--- src/rtl/neuron_pkg.sv ---
`default_nettype none
// +----------------------------------------------------------------------+
// | neuron_pkg : shared widths, function codes and saturation helper      |
// | Revision   : 1.0                                                      |
// +----------------------------------------------------------------------+
package neuron_pkg;

    localparam int DEF_DATA_W = 8;
    localparam int DEF_BETA_W = 8;

    localparam logic FUNC_LEAK      = 1'b0;
    localparam logic FUNC_INTEGRATE = 1'b1;

    typedef enum logic [1:0] {
        SAT_PASS = 2'd0,
        SAT_ZERO = 2'd1,
        SAT_MAX  = 2'd2
    } sat_e;

    // Classifies a two-guard-bit signed sum by its top two bits.
    function automatic sat_e sat_kind(input logic [1:0] i_top);
        if (i_top[1]) begin
            return SAT_ZERO;
        end else if (i_top[0]) begin
            return SAT_MAX;
        end
        return SAT_PASS;
    endfunction

endpackage
`default_nettype wire

--- src/rtl/neuron_if.sv ---
`default_nettype none
// +----------------------------------------------------------------------+
// | neuron_if : request/response bundle between scheduler and neuron      |
// | Revision  : 1.0                                                       |
// +----------------------------------------------------------------------+
interface neuron_if
    import neuron_pkg::*;
#(
    parameter int DATA_W = DEF_DATA_W,
    parameter int BETA_W = DEF_BETA_W
);
    logic              valid_i;
    logic [DATA_W-1:0] weight;
    logic [DATA_W-1:0] v_mem_in;
    logic [BETA_W-1:0] beta;
    logic              function_sel;
    logic [DATA_W-1:0] v_th;
    logic              valid_o;
    logic              spike;
    logic [DATA_W-1:0] v_mem_out;

    modport master (
        output valid_i, weight, v_mem_in, beta, function_sel, v_th,
        input  valid_o, spike, v_mem_out
    );

    modport slave (
        input  valid_i, weight, v_mem_in, beta, function_sel, v_th,
        output valid_o, spike, v_mem_out
    );
endinterface
`default_nettype wire

--- src/rtl/neuron_sat_add.sv ---
`default_nettype none
// +----------------------------------------------------------------------+
// | neuron_sat_add : unsigned + signed add clamped to [0, 2^DATA_W-1]     |
// | Revision       : 1.0                                                  |
// +----------------------------------------------------------------------+
module neuron_sat_add
    import neuron_pkg::*;
#(
    parameter int DATA_W = DEF_DATA_W
) (
    input  wire logic [DATA_W-1:0] i_v,
    input  wire logic [DATA_W-1:0] i_w,
    output logic      [DATA_W-1:0] o_sum
);

    logic signed [DATA_W+1:0] w_sum;

    assign w_sum = $signed({2'b00, i_v}) + $signed({{2{i_w[DATA_W-1]}}, i_w});

    always_comb begin
        o_sum = w_sum[DATA_W-1:0];
        case (sat_kind(w_sum[DATA_W+1:DATA_W]))
            SAT_ZERO: o_sum = '0;
            SAT_MAX:  o_sum = '1;
            default:  o_sum = w_sum[DATA_W-1:0];
        endcase
    end

endmodule
`default_nettype wire

--- src/rtl/neuron.sv ---
`default_nettype none
// +----------------------------------------------------------------------+
// | neuron : single LIF neuron datapath, 1-cycle latency, fully pipelined |
// |          Define NEURON_SOFT_RESET_EN for subtractive reset on spike.  |
// | Revision : 1.0                                                        |
// +----------------------------------------------------------------------+
module neuron
    import neuron_pkg::*;
#(
    parameter int DATA_W = DEF_DATA_W,
    parameter int BETA_W = DEF_BETA_W
) (
    input wire logic clock,
    input wire logic reset_n,
    neuron_if.slave  bus
);

    logic [DATA_W+BETA_W-1:0] w_prod;
    logic [DATA_W-1:0]        w_leak;
    logic [DATA_W-1:0]        w_sum;
    logic [DATA_W-1:0]        w_fire_v;
    logic                     w_fire;
    logic [DATA_W-1:0]        w_next_v;
    logic                     w_next_spike;

    logic                     r_valid;
    logic                     r_spike;
    logic [DATA_W-1:0]        r_v_mem;

    assign w_prod = {{BETA_W{1'b0}}, bus.v_mem_in} * {{DATA_W{1'b0}}, bus.beta};
    assign w_leak = DATA_W'(w_prod >> BETA_W);

    neuron_sat_add #(
        .DATA_W (DATA_W)
    ) u_sat_add (
        .i_v   (bus.v_mem_in),
        .i_w   (bus.weight),
        .o_sum (w_sum)
    );

    // A zero threshold disables firing so the neuron acts as a pure accumulator.
    assign w_fire = (bus.function_sel == FUNC_INTEGRATE) && (bus.v_th != '0)
                    && (w_sum >= bus.v_th);

`ifdef NEURON_SOFT_RESET_EN
    assign w_fire_v = w_sum - bus.v_th;
`else
    assign w_fire_v = '0;
`endif

    always_comb begin
        w_next_spike = 1'b0;
        w_next_v     = w_leak;
        if (bus.function_sel == FUNC_INTEGRATE) begin
            w_next_spike = w_fire;
            w_next_v     = w_fire ? w_fire_v : w_sum;
        end
    end

    always_ff @(posedge clock) begin
        if (!reset_n) begin
            r_valid <= 1'b0;
            r_spike <= 1'b0;
            r_v_mem <= '0;
        end else begin
            r_valid <= bus.valid_i;
            if (bus.valid_i) begin
                r_spike <= w_next_spike;
                r_v_mem <= w_next_v;
            end
        end
    end

    assign bus.valid_o   = r_valid;
    assign bus.spike     = r_spike;
    assign bus.v_mem_out = r_v_mem;

endmodule
`default_nettype wire

--- src/flat_wrapper.sv ---
// flat-port wrapper written by rule: the top's interface ports become plain ports
module neuron_flat import neuron_pkg::*;
#(
    parameter int DATA_W = DEF_DATA_W,
    parameter int BETA_W = DEF_BETA_W
)
  (clock, reset_n, bus_valid_i, bus_weight, bus_v_mem_in, bus_beta, bus_function_sel, bus_v_th, bus_valid_o, bus_spike, bus_v_mem_out);
  neuron_if #(.DATA_W(DATA_W), .BETA_W(BETA_W)) bus_i ();
  input wire logic clock;
  input wire logic reset_n;
  input wire logic [$bits(bus_i.valid_i)-1:0] bus_valid_i;
  input wire logic [$bits(bus_i.weight)-1:0] bus_weight;
  input wire logic [$bits(bus_i.v_mem_in)-1:0] bus_v_mem_in;
  input wire logic [$bits(bus_i.beta)-1:0] bus_beta;
  input wire logic [$bits(bus_i.function_sel)-1:0] bus_function_sel;
  input wire logic [$bits(bus_i.v_th)-1:0] bus_v_th;
  output wire logic [$bits(bus_i.valid_o)-1:0] bus_valid_o;
  output wire logic [$bits(bus_i.spike)-1:0] bus_spike;
  output wire logic [$bits(bus_i.v_mem_out)-1:0] bus_v_mem_out;
  assign bus_i.valid_i = bus_valid_i;
  assign bus_i.weight = bus_weight;
  assign bus_i.v_mem_in = bus_v_mem_in;
  assign bus_i.beta = bus_beta;
  assign bus_i.function_sel = bus_function_sel;
  assign bus_i.v_th = bus_v_th;
  assign bus_valid_o = bus_i.valid_o;
  assign bus_spike = bus_i.spike;
  assign bus_v_mem_out = bus_i.v_mem_out;
  neuron #(.DATA_W(DATA_W), .BETA_W(BETA_W)) u_core (.clock(clock), .reset_n(reset_n), .bus(bus_i));
endmodule
--- config.mk ---
export PLATFORM = sky130hd
export DESIGN_NAME = neuron_flat
export DESIGN_NICKNAME = d
export VERILOG_FILES = /design/src/rtl/neuron_pkg.sv /design/src/rtl/neuron_if.sv /design/src/rtl/neuron_sat_add.sv /design/src/rtl/neuron.sv /design/src/flat_wrapper.sv
export SDC_FILE = /design/constraint.sdc
export NUM_CORES = 1
export LEC_CHECK = 0
export CELL_PAD_IN_SITES_DETAIL_PLACEMENT = 1
export CELL_PAD_IN_SITES_GLOBAL_PLACEMENT = 2
export CORE_ASPECT_RATIO = 2
export CORE_MARGIN = 2
export CORE_UTILIZATION = 34
export DETAILED_ROUTE_END_ITERATION = 7
export GPL_ROUTABILITY_DRIVEN = 0
export PLACE_DENSITY_LB_ADDON = 0.1
export SYNTH_ARGS = -nofsm -noshare
export SYNTH_HDL_FRONTEND = slang
export SYNTH_SLANG_ARGS = --single-unit
--- constraint.sdc ---
create_clock -name clock -period 6.06 [get_ports clock]
set_input_delay 1.818 -clock clock [delete_from_list [all_inputs] [get_ports clock]]
set_output_delay 1.818 -clock clock [all_outputs]
set_load 0.1 [all_outputs]
==> key figures <==
Clock network
  – Clock buffer count from CTS: 3
  – Root buf cell: clkbuf_16
  – Clock sinks: 10
  – Clock tree from TritonCTS: yes
  – Hold buffer count at CTS: 0
  – Worst-Skew Late Latency: 230 ps
  – # H-tree levels: 1
  – Max clock buf depth: 2
  – Clock slew at reported path FFs: 40 ps

Final layout
  – Antenna cell count: 0
  – Share of layout cells above drive strength 1: 0.160
  – Area Growth Syn to Fin: 32.4%
  – Final #Nets: 585

Logic synthesis
  – Syn. warnings: 0
  – Syn Area/Cell: 8.45 sq um
  – Top cell type's share of synthesized area: 0.224
  – Post-Synthesis Net Count: 503
  – Largest family of logic cells by synthesized area: adder cells
  – Cells after Synth: 381
  – Synth area leader: fa_1
  – Largest cells by area after synthesis: fa_1, ha_1, and2_1, inv_1, dfxtp_1
  – Post-synthesis mux area share: 0.0159
  – Synthesized-area fraction occupied by xor and xnor cells: 0.0299
  – Post-synthesis adder-cell area fraction: 0.418
  – Post-synthesis compound-gate area fraction: 0.170
  – FFs w/ async S/R, synth: 0
  – Mapped Area: 3220 sq um
  – Seq/Total Area, Yosys: 0.0622
  – Synth Area in Simple Gates: 0.219
  – Seq cells post-synth: 10
  – Ys flop type: dfxtp_1
  – Most common cell in the netlist: inv_1
  – Post-synth EDFFs: 0
  – Unique masters post-synth: 53
  – Commonest cells post-synth: inv_1, and2_1, ha_1, fa_1, nand2_1

STA
  – Final period utilization: 0.978
  – Worst hold slack: 485 ps
  – Slew @ Worst Pin: 980 ps
  – Slew Limit Fails: 0
  – Final setup fails: 0
  – Fin worst setup slack: 133 ps
  – Final min period: 5930 ps
  – Hold Vio Cnt, Final: 0
  – Max_slew headroom: 0.344
  – F_max: 0.169 GHz
  – Clock Skews: 0 ps

Flow run
  – Max-cap violation count: 0

Global routing
  – First-pass GRT wire length: 16.4 mm
  – GR peak layer: met2
  – Vias in the first global route: 3431
  – Met1 Track Usage GR: 0.184
  – GRT met2 Usage: 0.456
  – Grt ovf: 0
  – Initial antenna violation count: 0
  – GR Util All Layers: 0.207
  – Met3 GRT Util: 0.0128
  – Largest net degree at the start of global routing: 16

Die
  – Die X: 72.8 um
  – Site row count: 50
  – Die ar.: 10300 sq um
  – Initial Utilization: 0.348
  – # IOs: 46
  – Core region area: 9260 sq um
  – Die Y: 142 um

Min path
  – Hold Path Depth: 2
  – Hold Crit Class: flip-flop to flip-flop
  – Hold_sp: u_core.bus.spike$_SDFFE_PN0P_
  – Hold Path End: u_core.bus.spike$_SDFFE_PN0P_

Critical path
  – Worst-case reg-to-reg path depth: 3
  – Setup crit start kind: input pin
  – Critical R2R Launch: u_core.bus.v_mem_out[6]$_SDFFE_PN0P_
  – CP endpoint kind: flip-flop
  – Reg2reg end: u_core.bus.v_mem_out[6]$_SDFFE_PN0P_
  – CP max FO: 3
  – Arrival @ worst endpoint: 6020 ps
  – Crit Path Class: input pin to flip-flop
  – R2R setup slack: 5220 ps
  – Worst path required time: 6150 ps

Placement
  – Port Buffers: 45
  – Post-Place Setup Slack: -411 ps
  – Dpl hpwl: 8.84 mm

Drt
  – 1st-iter DRT viols: 43
  – TritonRoute pass-1 iters: 4
  – Routed Antenna Nets: 0
  – Vias per inst: 5.28
  – Detailed-route wire length per cell: 17.6 um
  – Drt total wl: 9.97 mm
  – Residual DRC count: 0
  – Total number of vias: 2988

Pwr
  – P_leak: 2.06 nW
  – PwrDens: 283 nW/um^2
  – Max IR drop VDD: 0.248 mV

Status
  – Status: finished clean
==> routing by layer <==
metal | vias to the layer above | wire length, um
li1 | 1447 | -
met2 | 48 | 6300
met3 | 16 | 152
met1 | 1477 | 3210
met4 | 0 | 303
met5 | - | 0
==> sequential cells by signal, indices dropped and copies added, names as in the netlist <==
register	cells
u_core.bus.valid_o	1
u_core.bus.spike	1
u_core.bus.v_mem_out	8
==> cell usage in the layout, fill, tap and decap left out, types with 6 or more instances in the layout <==
master	Yosys	final
dfxtp_1	10	10
clkdlybuf4s50_1	0	37
and2_1	55	53
nand2_1	23	21
fa_1	36	34
inv_1	60	58
dlymetal6s2s_1	0	8
o211ai_1	9	9
buf_4	0	34
a21oi_1	17	13
nor2_1	16	16
o21a_1	9	9
o21ai_0	13	10
xnor2_1	7	6
ha_1	50	47
nand2b_1	7	7
==> timing repair <==
item	CTS	global route
buffers inserted	0	5
endpoints found under the setup margin	6	8
hold endpoints to repair	0	0
gates resized for setup	6	31
pin swaps	4	26
==> worst max-delay path: stages <==
cell and delay [ps]:
clkdlybuf4s50_1 420, and2_1 150, fa_1 510, inv_2 50, fa_1 580, inv_1 60
fa_1 480, fa_1 590, ha_4 230, buf_4 140, nand2_2 70, buf_4 100
nor2_1 40, a21oi_2 220, o21bai_1 120, xnor2_1 270, o211ai_1 170
==> power by group <==
| part | internal, W | leakage, nW | switching (W) |
|---|---|---|---|
| logic | 0.000452 | 1.94 | 0.000540 |
| registers | 0.0000788 | 0.0825 | 0.00000715 |
| clock network | 0.0000991 | 0.0442 | 0.0000296 |
==> per-stage QoR <==
step	power [W]	cells	area [sq um]	util	TNS [ps]
after floorplan	0.000648	381	3220	-	0
after global placement	0.000952	557	4000	0.432	-1980
after detailed placement	0.000960	557	4000	0.432	-2350
after CTS	0.00113	561	4120	0.445	-4.40
after global routing	0.00133	566	4260	0.460	-10.6
final	0.00121	566	4260	0.460	0
==> worst max-delay path by stage <==
stage                               start                                    to  slack [ps]  depth (start not counted)
final                     bus_v_mem_in[5]  u_core.bus.v_mem_out[3]$_SDFFE_PN0P_         130                         17
after global placement        bus_beta[4]  u_core.bus.v_mem_out[7]$_SDFFE_PN0P_        -380                         15
after global routing      bus_v_mem_in[5]  u_core.bus.v_mem_out[5]$_SDFFE_PN0P_         -10                         16
after CTS                 bus_v_mem_in[1]  u_core.bus.v_mem_out[5]$_SDFFE_PN0P_          -3                         18
after detailed placement      bus_beta[4]  u_core.bus.v_mem_out[7]$_SDFFE_PN0P_        -410                         15
after floorplan               bus_beta[4]  u_core.bus.v_mem_out[6]$_SDFFE_PN0P_         450                         14
==> cell families after synthesis <==
| kind of cell | count (synthesis) |
|---|---|
| fa+ha+maj | 86 |
| simple gates | 125 |
| xor+xnor | 11 |
| buf+inv | 66 |
| flops | 10 |
| mux | 5 |
| compound gates | 78 |
==> area by class of cell <==
type,count,area [sq um]
Fill cell,1100,5000
Multi-Input combinational cell,305,2850
Timing Repair Buffer,83,771
Inverter,60,225
Sequential cell,10,200
Tap cell,104,130
Clock buffer,4,88.8
Power figures use the tool's default switching activity.
